### src/rtl/dual_rail_xor_n_if.sv
// Operand/result channel of the dual-rail XOR: true/false rails with valid/ready on both sides.
// slave is the XOR block's view, master the producer/consumer view.
interface drx_if #(
  parameter int WIDTH  = 8,
  parameter int NUM_IN = 3
);
  logic [NUM_IN*WIDTH-1:0] in_t;
  logic [NUM_IN*WIDTH-1:0] in_f;
  logic                    in_valid;
  logic                    in_ready;
  logic [WIDTH-1:0]        out_t;
  logic [WIDTH-1:0]        out_f;
  logic                    out_valid;
  logic                    out_ready;
  logic                    err;

  modport slave (
    input  in_t, in_f, in_valid, out_ready,
    output in_ready, out_t, out_f, out_valid, err
  );

  modport master (
    output in_t, in_f, in_valid, out_ready,
    input  in_ready, out_t, out_f, out_valid, err
  );
endinterface

### src/rtl/dual_rail_xor_n.sv
// Registered dual-rail NUM_IN-operand XOR with an enforced all-zero spacer between evaluations.
// Define DRX_RAIL_CHECK_EN to reject words carrying invalid rail codes and raise a sticky err.
module dual_rail_xor_n #(
  parameter int WIDTH      = 8,
  parameter int NUM_IN     = 3,
  parameter int PRE_CYCLES = 2
) (
  input  logic   clk,
  input  logic   rst,
  drx_if.slave   bus
);

  localparam int          OPW    = NUM_IN * WIDTH;
  localparam logic [3:0]  PRE_LD = 4'(PRE_CYCLES);

  typedef enum logic {PRE, EVAL} state_t;

  state_t           state_q, state_d;
  logic [3:0]       cnt_q, cnt_d;
  logic [OPW-1:0]   opr_t_q, opr_t_d;
  logic [OPW-1:0]   opr_f_q, opr_f_d;
  logic             rdy;
  logic             code_ok;
  logic             accept;
  logic [WIDTH-1:0] res_t, res_f;

  assign rdy = (state_q == PRE) && (cnt_q == 4'd0);

`ifdef DRX_RAIL_CHECK_EN
  assign code_ok = &(bus.in_t ^ bus.in_f);
`else
  assign code_ok = 1'b1;
`endif

  assign accept = bus.in_valid && rdy && code_ok;

  always_ff @(posedge clk or posedge rst) begin
    if (rst) begin
      state_q <= PRE;
      cnt_q   <= PRE_LD;
      opr_t_q <= '0;
      opr_f_q <= '0;
    end else begin
      state_q <= state_d;
      cnt_q   <= cnt_d;
      opr_t_q <= opr_t_d;
      opr_f_q <= opr_f_d;
    end
  end

  always_comb begin
    state_d = state_q;
    cnt_d   = cnt_q;
    opr_t_d = opr_t_q;
    opr_f_d = opr_f_q;
    case (state_q)
      PRE: begin
        if (cnt_q != 4'd0) cnt_d = cnt_q - 4'd1;
        if (accept) begin
          state_d = EVAL;
          opr_t_d = bus.in_t;
          opr_f_d = bus.in_f;
        end
      end
      EVAL: begin
        // Clearing the operands on transfer is what returns every rail to 0.
        if (bus.out_ready) begin
          state_d = PRE;
          cnt_d   = PRE_LD;
          opr_t_d = '0;
          opr_f_d = '0;
        end
      end
      default: state_d = PRE;
    endcase
  end

  // Monotonic dual-rail XOR cascade: a spacer pair (0,0) on any input yields a spacer output.
  always_comb begin
    logic [WIDTH-1:0] a_t, a_f, b_t, b_f, n_t, n_f;
    a_t = opr_t_q[WIDTH-1:0];
    a_f = opr_f_q[WIDTH-1:0];
    b_t = '0;
    b_f = '0;
    n_t = '0;
    n_f = '0;
    for (int k = 1; k < NUM_IN; k++) begin
      b_t = opr_t_q[k*WIDTH +: WIDTH];
      b_f = opr_f_q[k*WIDTH +: WIDTH];
      n_t = (a_t & b_f) | (a_f & b_t);
      n_f = (a_t & b_t) | (a_f & b_f);
      a_t = n_t;
      a_f = n_f;
    end
    res_t = a_t;
    res_f = a_f;
  end

  always_comb begin
    bus.in_ready  = rdy;
    bus.out_valid = (state_q == EVAL);
    bus.out_t     = res_t;
    bus.out_f     = res_f;
  end

`ifdef DRX_RAIL_CHECK_EN
  logic err_q;

  always_ff @(posedge clk or posedge rst) begin
    if (rst) err_q <= 1'b0;
    else if (bus.in_valid && rdy && !code_ok) err_q <= 1'b1;
  end

  assign bus.err = err_q;
`else
  assign bus.err = 1'b0;
`endif

endmodule
### src/flat_wrapper.sv
// flat-port wrapper written by rule: the top's interface ports become plain ports
module dual_rail_xor_n_flat 
#(
  parameter int WIDTH      = 8,
  parameter int NUM_IN     = 3,
  parameter int PRE_CYCLES = 2
)
  (clk, rst, bus_in_t, bus_in_f, bus_in_valid, bus_out_ready, bus_in_ready, bus_out_t, bus_out_f, bus_out_valid, bus_err);
  drx_if #(.WIDTH(WIDTH), .NUM_IN(NUM_IN)) bus_i ();
  input  logic clk;
  input  logic rst;
  input wire logic [$bits(bus_i.in_t)-1:0] bus_in_t;
  input wire logic [$bits(bus_i.in_f)-1:0] bus_in_f;
  input wire logic [$bits(bus_i.in_valid)-1:0] bus_in_valid;
  input wire logic [$bits(bus_i.out_ready)-1:0] bus_out_ready;
  output wire logic [$bits(bus_i.in_ready)-1:0] bus_in_ready;
  output wire logic [$bits(bus_i.out_t)-1:0] bus_out_t;
  output wire logic [$bits(bus_i.out_f)-1:0] bus_out_f;
  output wire logic [$bits(bus_i.out_valid)-1:0] bus_out_valid;
  output wire logic [$bits(bus_i.err)-1:0] bus_err;
  assign bus_i.in_t = bus_in_t;
  assign bus_i.in_f = bus_in_f;
  assign bus_i.in_valid = bus_in_valid;
  assign bus_i.out_ready = bus_out_ready;
  assign bus_in_ready = bus_i.in_ready;
  assign bus_out_t = bus_i.out_t;
  assign bus_out_f = bus_i.out_f;
  assign bus_out_valid = bus_i.out_valid;
  assign bus_err = bus_i.err;
  dual_rail_xor_n #(.WIDTH(WIDTH), .NUM_IN(NUM_IN), .PRE_CYCLES(PRE_CYCLES)) u_core (.clk(clk), .rst(rst), .bus(bus_i));
endmodule
### config.mk
export PLATFORM = sky130hd
export DESIGN_NAME = dual_rail_xor_n_flat
export DESIGN_NICKNAME = d
export VERILOG_FILES = /design/src/rtl/dual_rail_xor_n_if.sv /design/src/rtl/dual_rail_xor_n.sv /design/src/flat_wrapper.sv
export SDC_FILE = /design/constraint.sdc
export NUM_CORES = 1
export LEC_CHECK = 0
export ABC_AREA = 1
export CAP_MARGIN = 40
export CORE_MARGIN = 1.5
export CORE_UTILIZATION = 50
export DETAILED_ROUTE_END_ITERATION = 16
export PLACE_DENSITY = 0.84
export SYNTH_ARGS = -nofsm -noshare
export SYNTH_HDL_FRONTEND = slang
export SYNTH_SLANG_ARGS = --single-unit
### constraint.sdc
create_clock -name clk -period 3.1 [get_ports clk]
set_input_delay 0.31 -clock clk [delete_from_list [all_inputs] [get_ports clk]]
set_output_delay 0.31 -clock clk [all_outputs]
set_load 0.01 [all_outputs]
==> results of run 1 <==
## flip-flops by register name, indices dropped and copies added, names as in the netlist
name	count
u_core.cnt_q	4
u_core.opr_f_q	24
u_core.bus.out_valid	1
u_core.opr_t_q	24
## routing by layer
layer,share of wire,wire length [um]
met5,0,0
met3,0.059,353
met1,0.46,2750
met4,0.012,70
met2,0.47,2860
## worst reg2reg max path, cell delays in order, from the launching register on
cell and delay [ns]:
dfrtp_1 0.39, inv_1 0.11, ha_1 0.19, inv_1 0.07, nor2_4 0.12, nand3_4 0.20
nand2_2 0.52, o21ai_1 0.15
## through the flow
step           instance area (sq um)  hold slack [ns]
2_1_floorplan                   2620            0.406
3_3_place_gp                    3310            0.453
3_5_place_dp                    3330            0.475
4_1_cts                         3440            0.386
5_1_grt                         3440            0.418
6_report                        3440            0.368
## path summary, 6_finish.rpt
path / depth (start not counted) / slack (ns) / to / start
max: 7 / 0.91 / bus_in_ready / u_core.cnt_q[0]
min reg2reg: 2 / 0.49 / u_core.cnt_q[0] / u_core.cnt_q[0]
min in group clk: 2 / 0.49 / u_core.cnt_q[0] / u_core.cnt_q[0]
min: 2 / 0.37 / u_core.opr_t_q[13] / rst
max reg2reg: 7 / 1.22 / u_core.opr_t_q[15] / u_core.cnt_q[0]
max in group asynchronous: 3 / 2.18 / u_core.opr_f_q[15] / rst
## logic make-up (layout without fill, tap and decap cells)
group | Yosys count | in the layout | synth area share
AND/OR/NAND/NOR | 149 | 149 | 0.279
adder cells (fa/ha/maj) | 1 | 1 | 0.00477
buffers and inverters | 57 | 121 | 0.0978
other | 1 | 1 | 0.00143
flip-flops | 53 | 53 | 0.506
AO/OA/AOI/OAI | 53 | 53 | 0.111
## area by class of cell
type                            count  area share
Clock buffer                        6      0.0211
Clock inverter                      2      0.0113
Inverter                           41      0.0447
Multi-Input combinational cell    204       0.302
Sequential cell                    53       0.386
Tap cell                           70      0.0255
Timing Repair Buffer               72       0.209
## power breakdown
group / internal (uW) / switching [uW] / total, uW
registers: 985 / 150 / 1140
logic: 430 / 645 / 1080
clock network: 243 / 224 / 467
## synth_stat cells, drive strengths merged
cell	n
nand2	74
nand3	69
dfrtp	52
inv	41
o21ai	36
o22ai	16
buf	13
nor2	4
clkbuf	3
conb	1
dfstp	1
ha	1
nand3b	1
o21bai	1
or2	1
==> impl_metrics.csv, run 1 <==
group,metric,value,unit
detailed_routing,vias,2372,
setup_path,critPathBufInv,4,
yosys,yosysUniqueCellTypes,25,
setup_path,crit_fanout,4,
yosys,yosysWarnings,0,
die,die-area,5690,sq um
cells_and_area,fillers,409,
detailed_routing,ant_nets,0,
timing,maxSlewViolCount,0,
clock_network,cts_root_buf,"clkbuf_8",
timing,grt_setup_unrepaired,"false",
clock_network,clock_latency,0.30,ns
pwr,cellPowerDensity,778,nW/um^2
placement,gp_congestion,0.793,
yosys,ys_ff_latch,53,
yosys,syn_area,2620,sq um
die,die-width,75.4,um
pwr,p_total,2680,uW
clock_network,cts_tree,"built",
setup_path,critPathKind,"reg -> out",
setup_path,required,2.79,ns
clock_network,htree_levels,2,
setup_path,cpMostUsedCell,"inv_1",
clock_network,clockBufferDepth,2,
detailed_routing,drtIter0Drc,125,
detailed_routing,finalWirelength,6030,um
global_routing,grt_start_max_net_pins,49,
yosys,avgSynthCellArea,8.36,sq um
placement,dp_hpwl,4280,um
global_routing,grt_pass1_vias,2265,
cells_and_area,register_area,1330,sq um
cells_and_area,synthToLayoutAreaGrowth,31.1,%
cells_and_area,layout-drive-gt1-share,0.0820,
cells_and_area,layout_commonest_cell,"nand2_1",
detailed_routing,wire_per_inst,13.5,um
placement,placed_cells,440,
die,core,5070,sq um
cells_and_area,multi_input_area,1040,sq um
timing,finalCritPeriodShare,0.705,
global_routing,grt_usage,0.228,
setup_path,path_cells,"inv_1 > ha_1 > inv_1 > nor2_4 > nand2_2 > inv_2 > clkdlybuf4s50_1",
setup_path,worstPathArrival,1.88,ns
global_routing,use_met3,0.0344,
cells_and_area,stdcell_count,448,
setup_path,crit_path_end_kind,"output pin",
cells_and_area,final_cell_mix,"nand2_1 (71), clkdlybuf4s50_1 (68), nand3_1 (59)",
pwr,p_leak,0.00158,uW
die,start_util,0.517,
cells_and_area,num_antenna_cells,0,
clock_network,post_cts_buffers,0,
global_routing,overflow,0,
yosys,yosysSeqAreaShare,0.506,
global_routing,grt_use_met1,0.305,
cells_and_area,utilization,0.678,
global_routing,grt_pass1_wl,9910,um
global_routing,use_met2,0.387,
yosys,netlist.top_cell.by_area,"dfrtp_1",
clock_network,cts_resized,0,
setup_path,critPathMaxStageDelay,0.52,ns
setup_path,cp_slowest_cell,"clkdlybuf4s50_1",
timing,clock_skew,0.00975,ns
run,maxCapViolCount,0,
clock_network,holdBufCountCts,0,
clock_network,tritoncts.num_buffers,5,
die,die_h,75.4,um
timing,setup_viol,0,
die,ios,71,
yosys,synth_top_area_frac,0.496,
setup_path,path_delay_family,"buffers and inverters",
pwr,peakVddDrop,0.548,mV
detailed_routing,drc,0,
yosys,synth.net_count,367,
clock_network,cts_num_sinks,53,
yosys,synth.area.top_cells,"dfrtp_1 (50%), nand3_1 (11%), nand2_1 (10%)",
detailed_routing,via_per_inst,5.29,
placement,io_buffers,69,
placement,dp_slack,1.18,ns
detailed_routing,drt_first_pass_iters,4,
timing,max_freq,457,MHz
timing,timing.setup.tns,0,ns
timing,hold_viol,0,
run_status,status,"finished, final reports clean",
cells_and_area,fin_nets,430,
worst_hold_path,min_path_type,"in -> async",
timing,finalWorstSetupSlack,0.913,ns
yosys,synthCells,314,
setup_path,critPathLaunchType,"flop",
global_routing,busiest_layer,"met2",
timing,max_slew_margin,0.605,
timing,final.min_clock_period,2.19,ns
die,rows,26,
global_routing,antenna_found_initial,0,
clock_network,cts.clk_slew.worst_paths,0.10,ns
timing,worstMarginPinSlew,0.590,ns
No activity file was read; power rests on OpenSTA's default activity.
==> run 2: changes to the inputs <==
--- a/config.mk
+++ b/config.mk
@@ -8,9 +8,9 @@
 export ABC_AREA = 1
 export CAP_MARGIN = 40
 export CORE_MARGIN = 1.5
-export CORE_UTILIZATION = 50
+export CORE_UTILIZATION = 43
 export DETAILED_ROUTE_END_ITERATION = 16
-export PLACE_DENSITY = 0.84
+export PLACE_DENSITY = 0.77
 export SYNTH_ARGS = -nofsm -noshare
 export SYNTH_HDL_FRONTEND = slang
 export SYNTH_SLANG_ARGS = --single-unit
==> constraint.sdc (replaced) <==
create_clock -name clk -period 1.8 [get_ports clk]
set_input_delay 0.18 -clock clk [delete_from_list [all_inputs] [get_ports clk]]
set_output_delay 0.18 -clock clk [all_outputs]
set_load 0.01 [all_outputs]
==> run 2 against run 1 <==
  * Final cell count up 1.8%
  * First-iteration DRC count up 29%
  * Routed wire length up 1.6%
  * Total power up 80%
  * Die area up 16%
  * Sequential share of layout area down 1.8 points
  * Largest cell class unchanged
==> impl_metrics.csv, run 2 (synthesis results as in run 1) <==
group,metric,value,unit
placement,gp_congestion,0.817,
global_routing,grt_usage,0.193,
detailed_routing,finalWirelength,6130,um
setup_path,cpMostUsedCell,"nand2_1",
setup_path,critPathBufInv,2,
global_routing,antenna_found_initial,0,
pwr,power.switching,1830,uW
clock_network,cts_root_buf,"clkbuf_8",
pwr,swShare,0.381,
die,rows,28,
global_routing,overflow,0,
global_routing,grt_pass1_wl,9880,um
setup_path,cp_slowest_cell,"clkdlybuf4s50_1",
timing,max_freq,572,MHz
global_routing,grt_start_max_net_pins,49,
worst_hold_path,min_path_type,"in -> async",
setup_path,critPathKind,"reg -> out",
detailed_routing,drt_first_pass_iters,4,
cells_and_area,num_antenna_cells,0,
timing,maxSlewViolCount,0,
run,maxCapViolCount,0,
clock_network,clockBufferDepth,2,
setup_path,path_cells,"inv_1 > o22ai_2 > nand2_1 > nand2_1 > clkdlybuf4s50_1",
setup_path,required,1.62,ns
timing,finalCritPeriodShare,0.971,
detailed_routing,vias,2322,
clock_network,holdBufCountCts,0,
placement,post_dp_cell_area,3380,sq um
timing,clock_skew,0.00795,ns
pwr,p_int,2980,uW
cells_and_area,layout_commonest_cell,"nand2_1",
pwr,cellPowerDensity,1330,nW/um^2
cells_and_area,design_area,3610,sq um
placement,placed_cells,448,
die,core,5920,sq um
clock_network,cts_tree,"built",
cells_and_area,stdcell_count,456,
detailed_routing,drtIter0Drc,161,
setup_path,crit_path_end_kind,"output pin",
clock_network,cts.clk_slew.worst_paths,0.09,ns
setup_path,crit_fanout,3,
cells_and_area,fin_nets,433,
die,start_util,0.443,
global_routing,grt_use_met1,0.280,
clock_network,htree_levels,2,
setup_path,path_delay_family,"buffers and inverters",
clock_network,clock_latency,0.30,ns
die,die-width,81.1,um
cells_and_area,reg.largest.list,"u_core.opr_f_q x24, u_core.opr_t_q x24, u_core.cnt_q x4",
timing,setup_viol,0,
global_routing,use_met3,0.0236,
global_routing,grt_pass1_vias,2166,
timing,final.min_clock_period,1.75,ns
placement,io_buffers,69,
global_routing,busiest_layer,"met2",
setup_path,critPathLaunchType,"flop",
pwr,pwr-share-seq,0.405,
detailed_routing,drc,0,
setup_path,rrSetupSlack,0.23,ns
pwr,p_leak,0.00187,uW
detailed_routing,wire_per_inst,13.4,um
clock_network,cts_num_sinks,53,
placement,dp_hpwl,4190,um
clock_network,tritoncts.num_buffers,5,
detailed_routing,via_per_inst,5.09,
cells_and_area,synthToLayoutAreaGrowth,37.7,%
cells_and_area,multi_input_area,1120,sq um
pwr,comb_power_share,0.422,
cells_and_area,register_area,1330,sq um
die,ios,71,
pwr,peakVddDrop,0.800,mV
cells_and_area,utilization,0.610,
die,die_h,81.1,um
cells_and_area,layout-drive-gt1-share,0.134,
pwr,p_clk_frac,0.173,
setup_path,worstPathArrival,1.57,ns
run_status,status,"finished, final reports clean",
cells_and_area,final_cell_mix,"nand2_1 (71), nand3_1 (59), clkdlybuf4s50_1 (53)",
die,die-area,6580,sq um
setup_path,critPathMaxStageDelay,0.53,ns
cells_and_area,fillers,505,
global_routing,use_met2,0.308,
timing,hold_viol,0,
detailed_routing,ant_nets,0,
==> run 2: timing repair <==
action                                  in CTS  in global routing
buffers inserted                             0                  0
gates resized for setup                      5                 28
endpoints found under the setup margin       3                 17
endpoints found under the hold margin        0                  0
==> run 2: metal layers <==
| layer | share of wire | vias up | wire length [um] |
|---|---|---|---|
| met5 | 0 | - | 0 |
| met4 | 0.0085 | 0 | 52 |
| met3 | 0.047 | 5 | 286 |
| met2 | 0.45 | 59 | 2770 |
| met1 | 0.49 | 1096 | 3020 |
| li1 | - | 1162 | - |
==> run 2: stage by stage <==
step | power (uW) | hold slack [ns] | setup TNS, ns | setup slack [ns]
after floorplan | 3260 | 0.276 | 0 | 0.330
after global placement | 3770 | 0.454 | 0 | 0.0922
after detailed placement | 3860 | 0.466 | 0 | 0.0327
after CTS | 4710 | 0.221 | 0 | 0.00110
after global routing | 5170 | 0.251 | -0.0131 | -0.0104
final | 4810 | 0.201 | 0 | 0.0516
==> run 2: final cells by class <==
cell class | instances | area share
clock inverters | 1 | 0.00831
clock buffers | 7 | 0.0239
repair buffers | 75 | 0.221
inverters | 41 | 0.0426
multi-input cells | 204 | 0.311
flip-flops and latches | 53 | 0.367
well taps | 75 | 0.0260
==> run 2: path summary, 6_finish.rpt <==
check	startpoint	end	depth (start not counted)
worst max register to register	u_core.cnt_q[0]	u_core.opr_f_q[3]	8
worst min register to register	u_core.cnt_q[0]	u_core.cnt_q[0]	2
worst min-delay path	rst	u_core.opr_t_q[5]	2
max in group asynchronous	rst	u_core.opr_t_q[7]	3
worst max-delay path	u_core.opr_f_q[6]	bus_out_t[6]	5
min in group clk	bus_in_valid	u_core.opr_f_q[23]	3
==> run 2: power groups by stage <==
stage | clock network, uW | registers (uW) | logic [uW]
detailed placement | 0 | 1970 | 1890
global placement | 0 | 1940 | 1830
global route | 893 | 2000 | 2280
floorplan | 0 | 1910 | 1360
finish | 832 | 1950 | 2030
CTS | 845 | 1950 | 1920
==> run 2: worst register-to-register path, cell delays in order (launching register included) <==
cell     delay, ns
dfrtp_1       0.40
inv_2         0.09
ha_2          0.20
inv_2         0.05
nor2_4        0.11
nand3_4       0.08
nand2_2       0.06
buf_4         0.32
o21ai_0       0.15
